## config.mk

```make
export PLATFORM = sky130hd
export DESIGN_NAME = sevenseg_scan
export DESIGN_NICKNAME = d
export VERILOG_FILES = /design/src/rtl/sevenseg_scan.sv
export SDC_FILE = /design/constraint.sdc
export NUM_CORES = 1
export LEC_CHECK = 0
export CORE_MARGIN = 2
export CORE_UTILIZATION = 56
export CTS_CLUSTER_SIZE = 8
export DETAILED_ROUTE_END_ITERATION = 16
export PLACE_DENSITY_LB_ADDON = 0.05
export SLEW_MARGIN = 15
export SYNTH_ARGS = -nofsm -noshare
export SYNTH_HDL_FRONTEND = slang
export SYNTH_SLANG_ARGS = --single-unit
```

## constraint.sdc

```tcl
create_clock -name clk -period 2.5 [get_ports clk]
set_input_delay 0.625 -clock clk [delete_from_list [all_inputs] [get_ports clk]]
set_output_delay 0.625 -clock clk [all_outputs]
set_load 0.05 [all_outputs]
```

## src/rtl/sevenseg_scan.sv

```systemverilog
// Multiplexed 7-segment driver: binary->BCD (one bit/clk) or raw hex. Display regs update DATA_W+2 clks after load (2 in hex).
// Loads arriving while busy are dropped; scan outputs are registered with 1 clk latency.
module sevenseg_scan #(
    parameter int NUM_DIGITS = 4,
    parameter int DATA_W     = 14,
    parameter int SCAN_DIV   = 50000,
    parameter int BLANK_LZ   = 1
) (
    input  logic                  clk,
    input  logic                  rst_n,
    input  logic [DATA_W-1:0]     data_in,
    input  logic                  load,
    input  logic                  hex_mode,
    output logic                  busy,
    output logic                  overflow,
    output logic [6:0]            seg_n,
    output logic [NUM_DIGITS-1:0] an_n
);

    function automatic int calc_bcd_digits(input int w);
        longint unsigned v;
        int              n;
        v = (64'd1 << w) - 64'd1;
        n = 0;
        for (int i = 0; i < 20; i++) begin
            if (v != 0) begin
                v = v / 10;
                n++;
            end
        end
        return n;
    endfunction

    localparam int BCD_DIGITS = calc_bcd_digits(DATA_W);
    localparam int BCD_W      = 4 * BCD_DIGITS;
    localparam int CNT_W      = $clog2(DATA_W + 1);
    localparam int DIV_W      = $clog2(SCAN_DIV);
    localparam int IDX_W      = (NUM_DIGITS > 1) ? $clog2(NUM_DIGITS) : 1;

    typedef enum logic [1:0] {
        S_IDLE   = 2'd0,
        S_CONV   = 2'd1,
        S_COMMIT = 2'd2
    } state_t;

    function automatic logic [6:0] glyph(input logic [3:0] v);
        logic [6:0] g;
        case (v)
            4'h0: g = 7'h40;
            4'h1: g = 7'h79;
            4'h2: g = 7'h24;
            4'h3: g = 7'h30;
            4'h4: g = 7'h19;
            4'h5: g = 7'h12;
            4'h6: g = 7'h02;
            4'h7: g = 7'h78;
            4'h8: g = 7'h00;
            4'h9: g = 7'h10;
            4'hA: g = 7'h08;
            4'hB: g = 7'h03;
            4'hC: g = 7'h46;
            4'hD: g = 7'h21;
            4'hE: g = 7'h06;
            4'hF: g = 7'h0E;
            default: g = 7'h7F;
        endcase
        return g;
    endfunction

    state_t                         state_q, state_d;
    logic [DATA_W-1:0]              shift_q, shift_d;
    logic [BCD_W-1:0]               bcd_q, bcd_d;
    logic                           hex_q, hex_d;
    logic [CNT_W-1:0]               cnt_q, cnt_d;
    logic                           busy_q, busy_d;
    logic [NUM_DIGITS-1:0][3:0]     disp_q, disp_d;
    logic                           ovf_q, ovf_d;
    logic [DIV_W-1:0]               div_q, div_d;
    logic [IDX_W-1:0]               idx_q, idx_d;
    logic [6:0]                     seg_q, seg_d;
    logic [NUM_DIGITS-1:0]          an_q, an_d;

    logic [BCD_W-1:0]               bcd_adj;
    logic [63:0]                    src;
    logic [NUM_DIGITS-1:0][3:0]     new_dig;
    logic                           new_ovf;
    logic [NUM_DIGITS-1:0]          blank;
    logic                           zero_hi;

    // Double-dabble correction step: nibbles >=5 get +3 before the shift.
    always_comb begin
        bcd_adj = bcd_q;
        for (int i = 0; i < BCD_DIGITS; i++) begin
            if (bcd_q[4*i +: 4] >= 4'd5) begin
                bcd_adj[4*i +: 4] = bcd_q[4*i +: 4] + 4'd3;
            end
        end
    end

    // Hex mode keeps the raw value in shift_q; both paths reduce to nibble extraction.
    always_comb begin
        src     = hex_q ? 64'(shift_q) : 64'(bcd_q);
        new_dig = '0;
        for (int k = 0; k < NUM_DIGITS; k++) begin
            new_dig[k] = src[4*k +: 4];
        end
        new_ovf = |(src >> (4 * NUM_DIGITS));
    end

    always_comb begin
        state_d = state_q;
        shift_d = shift_q;
        bcd_d   = bcd_q;
        hex_d   = hex_q;
        cnt_d   = cnt_q;
        disp_d  = disp_q;
        ovf_d   = ovf_q;
        case (state_q)
            S_IDLE: begin
                if (load) begin
                    shift_d = data_in;
                    hex_d   = hex_mode;
                    bcd_d   = '0;
                    cnt_d   = '0;
                    state_d = hex_mode ? S_COMMIT : S_CONV;
                end
            end
            S_CONV: begin
                bcd_d   = BCD_W'({bcd_adj, shift_q[DATA_W-1]});
                shift_d = shift_q << 1;
                cnt_d   = cnt_q + 1'b1;
                if (cnt_q == CNT_W'(DATA_W - 1)) begin
                    state_d = S_COMMIT;
                end
            end
            S_COMMIT: begin
                disp_d  = new_dig;
                ovf_d   = new_ovf;
                state_d = S_IDLE;
            end
            default: state_d = S_IDLE;
        endcase
        busy_d = (state_d == S_CONV);
    end

    // A digit is a leading zero when it and every higher digit are zero; digit 0 always shows.
    always_comb begin
        blank   = '0;
        zero_hi = 1'b1;
        for (int k = NUM_DIGITS - 1; k >= 0; k--) begin
            zero_hi  = zero_hi & (disp_q[k] == 4'd0);
            blank[k] = zero_hi && (k > 0);
        end
    end

    always_comb begin
        div_d = (div_q == DIV_W'(SCAN_DIV - 1)) ? '0 : div_q + 1'b1;
        idx_d = idx_q;
        if (div_q == DIV_W'(SCAN_DIV - 1)) begin
            idx_d = (idx_q == IDX_W'(NUM_DIGITS - 1)) ? '0 : idx_q + 1'b1;
        end
        if (ovf_q) begin
            seg_d = 7'h3F;
        end else if ((BLANK_LZ != 0) && blank[idx_q]) begin
            seg_d = 7'h7F;
        end else begin
            seg_d = glyph(disp_q[idx_q]);
        end
        an_d        = '1;
        an_d[idx_q] = 1'b0;
    end

    always_ff @(posedge clk or negedge rst_n) begin
        if (!rst_n) begin
            state_q <= S_IDLE;
            shift_q <= '0;
            bcd_q   <= '0;
            hex_q   <= 1'b0;
            cnt_q   <= '0;
            busy_q  <= 1'b0;
            disp_q  <= '0;
            ovf_q   <= 1'b0;
            div_q   <= '0;
            idx_q   <= '0;
            seg_q   <= 7'h7F;
            an_q    <= '1;
        end else begin
            state_q <= state_d;
            shift_q <= shift_d;
            bcd_q   <= bcd_d;
            hex_q   <= hex_d;
            cnt_q   <= cnt_d;
            busy_q  <= busy_d;
            disp_q  <= disp_d;
            ovf_q   <= ovf_d;
            div_q   <= div_d;
            idx_q   <= idx_d;
            seg_q   <= seg_d;
            an_q    <= an_d;
        end
    end

    assign busy     = busy_q;
    assign overflow = ovf_q;
    assign seg_n    = seg_q;
    assign an_n     = an_q;

endmodule

```

# Yosys cells after proc, flatten, opt, wreduce, memory -nomap -nowiden

Memories as Yosys holds them, arrays and structs flattened.
Cells that the tools add are included.

Flip-flop bits (word level): 88
Memory bits (read-only): 112
Bits of input ports: 18
Logic and storage cells: 76
Memories: 1

Memories:

| name             | words | width | rd ports | clocked after Yosys merged registers in | write ports | RTL line | text |
|---|---|---|---|---|---|---|---|
| (name not given) | 16    | 7     | 1        | 0                                       | 0           | 48       | `case (v)` |

Add/sub/neg operators: 8
Order comparisons: 7
Equal/unequal tests: 7
Multiplexer cells: 26
Bitwise gates (word level): 3
Reductions and logical operators: 9

Operators by type and width:

| kind                                                                                 | number |
|---|---|
| 48-bit OR reduction                                                                  | 1 |
| 20-bit 2-to-1 mux                                                                    | 2 |
| 20-bit case mux with 2 select lines                                                  | 1 |
| 14-bit case mux with 2 select lines                                                  | 1 |
| 4-bit 2-to-1 mux                                                                     | 6 |
| 4-bit by 3-bit greater-or-equal comparator with 1-bit output (second input constant) | 5 |
| 16-bit by 1-bit adder with 16-bit output (second input constant)                     | 1 |
| 4-bit by 2-bit adder with 4-bit output (second input constant)                       | 4 |
| 16-bit equality test (second input constant)                                         | 1 |
| 16-bit 2-to-1 mux                                                                    | 1 |
| 14-bit 2-to-1 mux                                                                    | 1 |
| 7-bit 2-to-1 mux                                                                     | 2 |
| 4-bit logical NOT                                                                    | 3 |
| 4-bit binary-select mux with 2-bit select                                            | 1 |
| 2-bit 2-to-1 mux                                                                     | 4 |
| 4-bit case mux with 2 select lines                                                   | 1 |
| 4-bit by 1-bit adder with 4-bit output (second input constant)                       | 1 |
| 2-bit by 1-bit equality test with 1-bit output (second input constant)               | 2 |
| 2-bit equality test (second input constant)                                          | 2 |
| 4-bit equality test (second input constant)                                          | 1 |
| 4-bit NOT                                                                            | 1 |
| 2-bit case mux with 2 select lines                                                   | 1 |
| 2-bit AND reduction                                                                  | 2 |
| 3-bit by 2-bit adder with 3-bit output (second input constant)                       | 1 |
| 12 further kinds                                                                     | 14 |

# Longest topological paths before layout

Gate-level depths: netlist (run 1).

Depth after elaboration: 7
Gate-level depth with buffers: 8

# Worst setup path after synthesis (run 1)

Ideal clock, no wire load.

Path kind: reg-to-reg
Start: reg idx_q[0]
End: reg seg_q[3] (netlist: seg_n[3])
Arrival: 2.173 ns
Path slack: 0.239 ns
Cell stages (with the launch flop): 8
Clock period less this slack: 2.261 ns
Cell sequence: dfrtp_1 buf_6 mux4_1 inv_1 ha_1 inv_1 mux4_2 or3_1

Cells in the longest elaborated chain, start to end: 5

RTL lines:

| what                                      | RTL line | text |
|---|---|---|
| start: declaration                        | 79       | `logic [IDX_W-1:0] idx_q, idx_d;` |
| start signal: assignment                  | 197      | `idx_q <= idx_d;` |
| 4-bit binary-select mux with 2-bit select | 167      | `seg_d = glyph(disp_q[idx_q]);` |
| 4-bit 2-to-1 mux (not written as such)    | 167      |  |
| memory read 16 x 7 bit                    | --       |  |
| 7-bit 2-to-1 mux *                        | 164      | `end else if ((BLANK_LZ != 0) && blank[idx_q]) begin` |
| 7-bit 2-to-1 mux *                        | 162      | `if (ovf_q) begin` |
| named net seg_d[3]                        | 80       | `logic [6:0] seg_q, seg_d;` |
| end signal: assignment                    | 198      | `seg_q <= seg_d;` |
| end: declaration                          | 80       |  |

The timed path passes the listed nets; every way through them passes the cells marked *. The select of a mux whose other input is x is not followed.
A chain may end at the register's enable or synchronous reset.

# Worst setup path in the final report (run 1)

Ends and elaborated chain as after synthesis.

==> results.md, run 1 <==
- Timing would allow up to 437.3 MHz.
- CTS built an H-tree with a depth of 3.
- The flow ran to the end, and the final reports show no timing, DRC or antenna violations.
- The floorplan step set the die height to 94.67 µm.
- 0 antenna diodes ended up in the layout.
- By area, the combinational part of the netlist is dominated by compound AO/OA/AOI/OAI gates.
- The count of cells in the finished layout, fillers not included, comes to 602.
- The post-placement cell count is 586.
- Setup violations remaining at the end of the flow were counted as 0.
- The count of flip-flops with a built-in enable after synthesis is 0.
- The die covers 8961 µm².
- The share of power burned in registers is 0.431.
- The detail-routed net length per standard cell is 15.69 µm.
- Of the post-synthesis cell area, the dominant cell type holds 0.4186.
- The period utilization is 0.9147.
- Data arrives at the worst endpoint at 2.56 ns.
- The total number of nets in the final design is 533.
- Clock tree synthesis found a total of 88 sinks.
- Using the TritonRoute via totals, the vias-per-cell ratio works out to 5.743.
- The buffers inserted during post-CTS setup optimization is 0.
- At the worst endpoint, the required time is 2.77 ns.
- The largest net degree at the start of global routing is 50.
- Once layout is done, the placed cells without fillers occupy 5258 µm².
- The post-synthesis xor/xnor area fraction is 0.04757.
- The die outline width is 94.67 µm.
- The number of clock buffers added by TritonCTS is 9.
- Dividing total power by cell area gives a power density of 1021 nW/µm².
- The placeable core area is 8093 µm².
- The area of the mapped netlist is 4603 µm².
- Relative to the synthesized area, the layout overhead comes to 14.22%.
- The sum of net half-perimeters after detailed placement is 6.796 mm.
- The cell internal power dissipation is 0.003233 W.
- The overall via count from detail_route is 3,457.
- Clock skew on the completed layout was measured at 0.005938 ns.
- Of the total synthesized cell area, the portion taken by AND, OR, NAND and NOR gates is 0.1370.
- In this run the tool buffered the top-level ports with 30 buffer cells.
- The remaining max-slew budget at the tightest pin is 0.4213.
- The remaining routing DRC violations is 0.
- The final number of hold-violating endpoints is 0.
- Buffers inserted to repair hold after CTS numbered 0.
- Synthesis handed over a netlist of 456 instances.
- 31 I/O pins were placed.
- The routability-driven placement congestion ratio is 0.8551.
- The number of maximum-capacitance constraint violations is 0.
- The minimum clock period after layout is 2.287 ns.
- The switching power is 0.002137 W.
- The violation count after the first detailed-route iteration is 139.
- The aggregate routed wire length is 9.446 mm.
- The share of cell area taken by muxes after synthesis is 0.07230.
- The most frequent cell after synthesis is dfrtp_1.
- VDD sags by at most 0.6954 mV.
- The largest total area in the synthesized netlist belongs to dfrtp_1.
- Once the clock tree was built, the resizer swapped 0 gates to a different size.
- Setup repair after global routing left no endpoint under its margin.
- In this run the mean area of a mapped cell was 10.09 µm².
- Of all flip-flops after synthesis, the portion carrying an async set or reset was 1.000.
- The residual antenna-violating net count after detailed routing is 0.
- In this run, synthesis produced a sequential element count of 88.
- Of the total synthesized cell area, the portion taken by full adders, half adders and majority gates is 0.06252.
- After detailed placement, the total cell area comes to 5077 µm².
- The fill cell instance count of the final layout is 687.
- The dominant synthesized flop cell is dfrtp_1.
- The first-pass GRT wire length is 15.81 mm.
- TritonCTS built the clock tree.
- The via count of the first global-routing pass is 3,320.
- Of the total power, the share spent switching nets is 0.3979.
- The clock latency on the worst-skew pair is 0.34 ns.
- The area fraction in compound gates after synthesis is 0.1587.
- Synthesis produced a netlist with a net count of 497.
- In the synthesized netlist, the cells that appear most often are dfrtp_1, o21ai_0, nand2_1.
- The capturing element type of the critical path is a register.
- The total congestion overflow after global routing is 0.
- The area used by multi-input combinational logic is 2201 µm².
- The area of all sequential standard cells is 2216 µm².
- In the final layout, the share of cells above drive strength 1 is 0.1066.
- Across every metal layer, demand over resource in global routing totals 0.2270.
- During synthesis, Yosys emitted a total of 0 warnings.
- The post-synthesis sequential area ratio is 0.4814.
- The share of total power dissipated in combinational logic is 0.395.
- After clock tree synthesis, the clock-pin slew on the worst setup and hold paths is 0.08 ns.
- The longest clock path from root to sink contains 2 buffers.
- The final count of pins violating max slew is 0.
- In this run the clock root is driven by a clkbuf_8.
- The top fanout value on the critical path is 5.
- The clock share of power is 0.173.
- The cell row count is 33.
- The worst min-delay path class is in2async.
- Summed over all failing endpoints, the final setup total negative slack is 0 ns.
- The actual slew at the worst max-slew pin is 0.8680 ns.
- The first-pass iteration count of the detailed router is 4.
- STA classifies the critical path startpoint as a register.
- Yosys attributes the largest share of cell area to dfrtp_1, dfstp_2, ha_1.
- The number of antenna violations at the first check in global routing is 0.
- The number of unique standard cell types used by synthesis is 46.
- For this configuration, the core starts out at a cell density of 0.5688.
- The critical path is of the reg2reg type.
- The reported leakage power is 2.277 nW.
==> stage by stage <==
stage / hold WS (ns) / utilization / setup slack [ns] / power (W)
2_1_floorplan: 0.3294 / - / 0.2391 / 0.003758
3_3_place_gp: 0.4370 / 0.6274 / 0.3168 / 0.004400
3_5_place_dp: 0.4458 / 0.6274 / 0.2469 / 0.004470
4_1_cts: 0.2625 / 0.6497 / 0.1930 / 0.005408
5_1_grt: 0.2792 / 0.6497 / 0.08950 / 0.005768
6_report: 0.2553 / 0.6497 / 0.2133 / 0.005370
==> placed cells by master (no fill, tap or decap), types with 3 or more instances in the layout <==
master           netlist  routed
a21oi_1               28      28
a22oi_1               12      12
a31oi_1                5       5
a32o_1                 6       6
buf_4                  0      14
clkbuf_1              14       3
clkbuf_8               0       9
clkdlybuf4s50_1        0      29
clkinv_2               0       3
dfrtp_1               77      77
dfstp_2               11      11
ha_1                  23      23
inv_1                 23      23
mux2_2                 3       3
mux2i_1               19      19
mux4_2                 3       3
nand2_1               43      43
nand2b_1               9       9
nand3_1               10      10
nand4_1                3       3
nor2_1                26      26
nor2b_1               13      13
nor3_1                 7       7
o211ai_1               3       3
o21ai_0               47      47
o22ai_1                6       6
o31ai_1                6       6
o32ai_1                4       4
or3_1                  3       3
xnor2_1               12      12
xor2_1                13      13
==> power groups by stage <==
stage	registers, W	clock network [W]	logic, W
6_report	0.00232	0.000931	0.00212
5_1_grt	0.00237	0.00102	0.00237
4_1_cts	0.00232	0.000958	0.00213
3_5_place_dp	0.00235	0	0.00212
3_3_place_gp	0.00233	0	0.00207
2_1_floorplan	0.00237	0	0.00139
==> layout make-up <==
| class | count | share of cell area |
|---|---|---|
| Clock inverter | 4 | 0.008567 |
| Timing Repair Buffer | 45 | 0.08282 |
| Multi-Input combinational cell | 323 | 0.4186 |
| Inverter | 25 | 0.01785 |
| Sequential cell | 88 | 0.4215 |
| Clock buffer | 12 | 0.02570 |
| Tap cell | 105 | 0.02499 |
==> sequential cells by signal (all words and copies together) (netlist names) <==
name and count:
div_q 16, overflow 1, state_q 2, idx_q 2
disp_q 16, an_n 4, seg_n 7, cnt_q 4
hex_q 1, busy 1, bcd_q 20, shift_q 14
==> worst max-delay path, cell delays in order (launching register included) <==
cell and delay [ns]:
dfrtp_1 0.42, mux4_1 0.67, inv_1 0.18, ha_1 0.16, inv_1 0.04, mux4_2 0.43, or3_1 0.31
==> path summary, 6_finish.rpt <==
kind	cells past startpoint	slack [ns]	start	endpoint
max	6	0.21	idx_q[0]	seg_n[3]
min	1	0.26	rst_n	div_q[15]
max reg2reg	6	0.21	idx_q[0]	seg_n[3]
min reg2reg	1	0.45	div_q[0]	div_q[0]
max in group asynchronous	2	1.54	rst_n	seg_n[4]
min in group clk	1	0.45	div_q[0]	div_q[0]
==> cells by family (layout without fill, tap and decap cells) <==
kind of cell,after synthesis,after routing
AO/OA/AOI/OAI,121,121
multiplexers,27,27
AND/OR/NAND/NOR,127,127
buffers and inverters,45,86
XOR/XNOR,25,25
adder cells (fa/ha/maj),23,23
flip-flops,88,88
==> per-layer routing <==
metal	vias to the layer above	wire length (µm)	GRT usage
li1	1686	-	-
met1	1691	4232	0.2912
met2	68	4813	0.3907
met3	12	279	0.03272
met4	0	121	0.08454
met5	-	0	0
Power figures use the tool's default switching activity.
==> run 2: changes to the inputs <==
- MAX_ROUTING_LAYER: default -> met4
- PLACE_DENSITY: default -> 0.76
- PLACE_DENSITY_LB_ADDON: 0.05 -> default
- REMOVE_ABC_BUFFERS: default -> 1
==> run 2 against run 1 <==
Effect of this change: final area up 0.26%; cell count rose by 0.17%; via count about the same; register-to-register slack got worse by 0.03 ns; fmax shrank 1.1%; worst setup slack got worse by 0.026 ns; total power is 1.1% higher; critical endpoint unchanged; sequential power about the same; first-iteration DRC count up 22%; worst hold slack got worse by 0.051 ns; clock power rose by 7.1%.
==> results.md, run 2 (synthesized netlist as in run 1, its figures left out) <==
- Result of the run: completed (unchanged).
- The routability-driven placement congestion ratio was 0.8490 (was 0.8551).
- The fill cell instance count of the final layout is 653 (was 687).
- The height of the die is 94.67 µm (unchanged).
- The number of maximum-capacitance constraint violations is 0 (unchanged).
- The number of antenna repair diodes is 0 (unchanged).
- The cell internal power dissipation is 0.003268 W (was 0.003233 W).
- The largest net degree at the start of global routing is 37 (was 50).
- The remaining max-slew budget at the tightest pin is 0.4176 (was 0.4213).
- The port buffer count was 30 (unchanged).
- The final number of hold-violating endpoints came to 0 (unchanged).
- The post-cts sizing count is 0 (unchanged).
- The period utilization is 0.9252 (was 0.9147).
- The timing-limited maximum frequency is 432.3 MHz (was 437.3 MHz).
- The slowest cell on the critical path is mux4_1 (unchanged).
- The share of power burned in registers is 0.426 (was 0.431).
- The number of antenna violations at the first check in global routing is 0 (unchanged).
- The startpoint-to-endpoint class of the critical path is reg2reg (unchanged).
- The finished layout cell area is 5271 µm² (was 5258 µm²).
- The summed negative setup slack over all endpoints was 0 ns (unchanged).
- The reported leakage power is 2.286 nW (was 2.277 nW).
- The top routing layer in use is met4 (unchanged).
- The worst hold margin was 0.2039 ns (was 0.2553 ns).
- The maximum buffer depth of the clock tree is 2 (unchanged).
- The number of hold buffers added after cts is 0 (unchanged).
- The worst min-delay path class is in2async (unchanged).
- The stage delay of the slowest cell on the critical path is 0.67 ns (about the same).
- The buffers inserted during post-CTS setup optimization is 0 (unchanged).
- The starting utilization of the core area is 0.5688 (unchanged).
- The most frequent standard cell in the layout excluding fill and tap cells is dfrtp_1 (unchanged).
- Highest-count cells in the layout ignoring fill and taps: dfrtp_1, o21ai_0, nand2_1 (unchanged).
- The clock root buffer master is clkbuf_8 (unchanged).
- The switching power is 0.002162 W (was 0.002137 W).
- The first-pass GRT wire length came to 16.48 mm (was 15.81 mm).
- The clock edge transition at the registers on the reported setup and hold paths is 0.09 ns (was 0.08 ns).
- The actual slew at the worst max-slew pin is 0.8736 ns (was 0.8680 ns).
- The required time at the endpoint of the critical path came to 2.77 ns (about the same).
- The routed length on met2 is 4.771 mm (was 4.813 mm).
- The top fanout value on the critical path is 5 (unchanged).
- The total power divided by cell area is 1030 nW/µm² (was 1021 nW/µm²).
- The total clock buffers created by CTS is 9 (unchanged).
- The violation count after the first detailed-route iteration is 170 (was 139).
- The met3 layer wire length in the routed design is 405 µm (was 279 µm).
- The cell area after placement is 5072 µm² (was 5077 µm²).
- The clock tree from TritonCTS is done (unchanged).
- The element type at the critical path start was a register (unchanged).
- The placeable core area was 8093 µm² (unchanged).
- The residual antenna-violating net count after detailed routing is 0 (unchanged).
- The flip-flop count of the largest register, all copies and words added was 20 (unchanged).
- The die outline width is 94.67 µm (unchanged).
- The synthesis-to-layout area growth is 14.51% (was 14.22%).
- The aggregate routed wire length is 9.673 mm (was 9.446 mm).
- Crit-path cells: mux4_1, inv_1, ha_1, inv_1, mux4_2, or3_1 (unchanged).
- The detail-routed net length per standard cell is 16.04 µm (was 15.69 µm).
- The final standard cell utilization of the core is 0.6514 (was 0.6497).
- The final count of pins violating max slew is 0 (unchanged).
- The final number of setup-violating endpoints is 0 (unchanged).
- The worst endpoint data arrival time came to 2.59 ns (was 2.56 ns).
- The sum of net half-perimeters after detailed placement is 6.828 mm (was 6.796 mm).
- The deepest level of the CTS H-tree is 3 (unchanged).
- The global-route usage over all layers is 0.2438 (was 0.2270).
- The met1 routed wirelength after detailed routing is 4.349 mm (was 4.232 mm).
- The overall power after layout is 0.005430 W (was 0.005370 W).
- The cell row count was 33 (unchanged).
- The register with the most flip-flops is bcd_q (unchanged).
- The overall via count from detail_route was 3,460 (was 3,457).
- The fraction of layout cells with a size suffix above 1 is 0.1104 (was 0.1066).
- The clock latency on the worst-skew pair was 0.35 ns (was 0.34 ns).
- The total number of nets in the final design is 534 (was 533).
- Unrepaired setup endpoints after global routing: false (unchanged).
- The fraction of power spent switching nets is 0.3981 (was 0.3979).
- Regs by FF count: bcd_q: 20 flops, disp_q: 16 flops, div_q: 16 flops (unchanged).
- The capturing element type of the critical path is a register (unchanged).
- The worst clock skew is 0.008503 ns (was 0.005938 ns).
- The first-pass iteration count of the detailed router is 4 (unchanged).
- The floorplan die area is 8961 µm² (unchanged).
- The combinational cell fraction of total power is 0.390 (was 0.395).
- The TritonCTS sink count is 88 (unchanged).
- The cell repeated most along the worst path is inv_1 (unchanged).
- The via count of the first global-routing pass was 3,497 (was 3,320).
- The clock share of power is 0.184 (was 0.173).
- The remaining routing DRC violations is 0 (unchanged).
- The top-level port count is 31 (unchanged).
- The number of vias per cell is 5.738 (was 5.743).
- The largest vdd supply drop is 0.7404 mV (was 0.6954 mV).
- The total congestion overflow after global routing was 0 (unchanged).
- The minimum clock period after layout was 2.313 ns (was 2.287 ns).
## run 2: cell types whose count changed in the layout (fill, tap and decap cells not counted)
cell      change
clkbuf_1      -1
buf_4         +2
clkinv_2      -1
buf_12        -1
clkbuf_8      +2
## run 2: routing by layer
layer / vias to the layer above / track usage
li1: 1682 / -
met1: 1674 / 0.3207
met2: 84 / 0.3824
met3: 20 / 0.04868
met4: 0 / 0.07971
met5: - / -
## run 2: critical path, delay by kind of cell (launching register included)
kind / cells / cell delay (ns)
adders and majority gates: 1 / 0.17
DFF: 1 / 0.41
muxes: 2 / 1.11
buffers and inverters: 2 / 0.23
and+or+nand+nor: 1 / 0.33
## run 2: stage by stage
stage	setup slack, ns	instances
2_1_floorplan	0.1626	436
3_3_place_gp	0.3243	587
3_5_place_dp	0.2157	587
4_1_cts	0.1728	603
5_1_grt	0.06415	603
6_report	0.1869	603
## run 2: power groups by stage
stage,Sequential (W),Clock (W),Combinational [W]
floorplan,0.00244,0,0.00126
global placement,0.00232,0,0.00201
detailed placement,0.00234,0,0.00211
CTS,0.00232,0.00102,0.00212
global route,0.00238,0.00109,0.00236
finish,0.00231,0.000997,0.00212
## run 2: final timing paths
check | cells after the start | to | from | slack, ns
min reg2reg | 1 | div_q[0] | div_q[0] | 0.45
max in group asynchronous | 2 | bcd_q[19] | rst_n | 1.64
max reg2reg | 6 | seg_n[3] | idx_q[0] | 0.19
min | 1 | div_q[13] | rst_n | 0.20
max | 6 | seg_n[3] | idx_q[0] | 0.19
min in group clk | 1 | div_q[0] | div_q[0] | 0.45
## run 2: layout make-up
cell class | instances | area (µm²) | share of cell area
inverter | 25 | 93.84 | 0.01780
multi-input combinational | 323 | 2201 | 0.4175
sequential | 88 | 2216 | 0.4204
clock inverter | 3 | 40.04 | 0.007596
timing repair buffer | 46 | 430.4 | 0.08165
tap | 105 | 131.4 | 0.02492
clock buffer | 13 | 158.9 | 0.03014
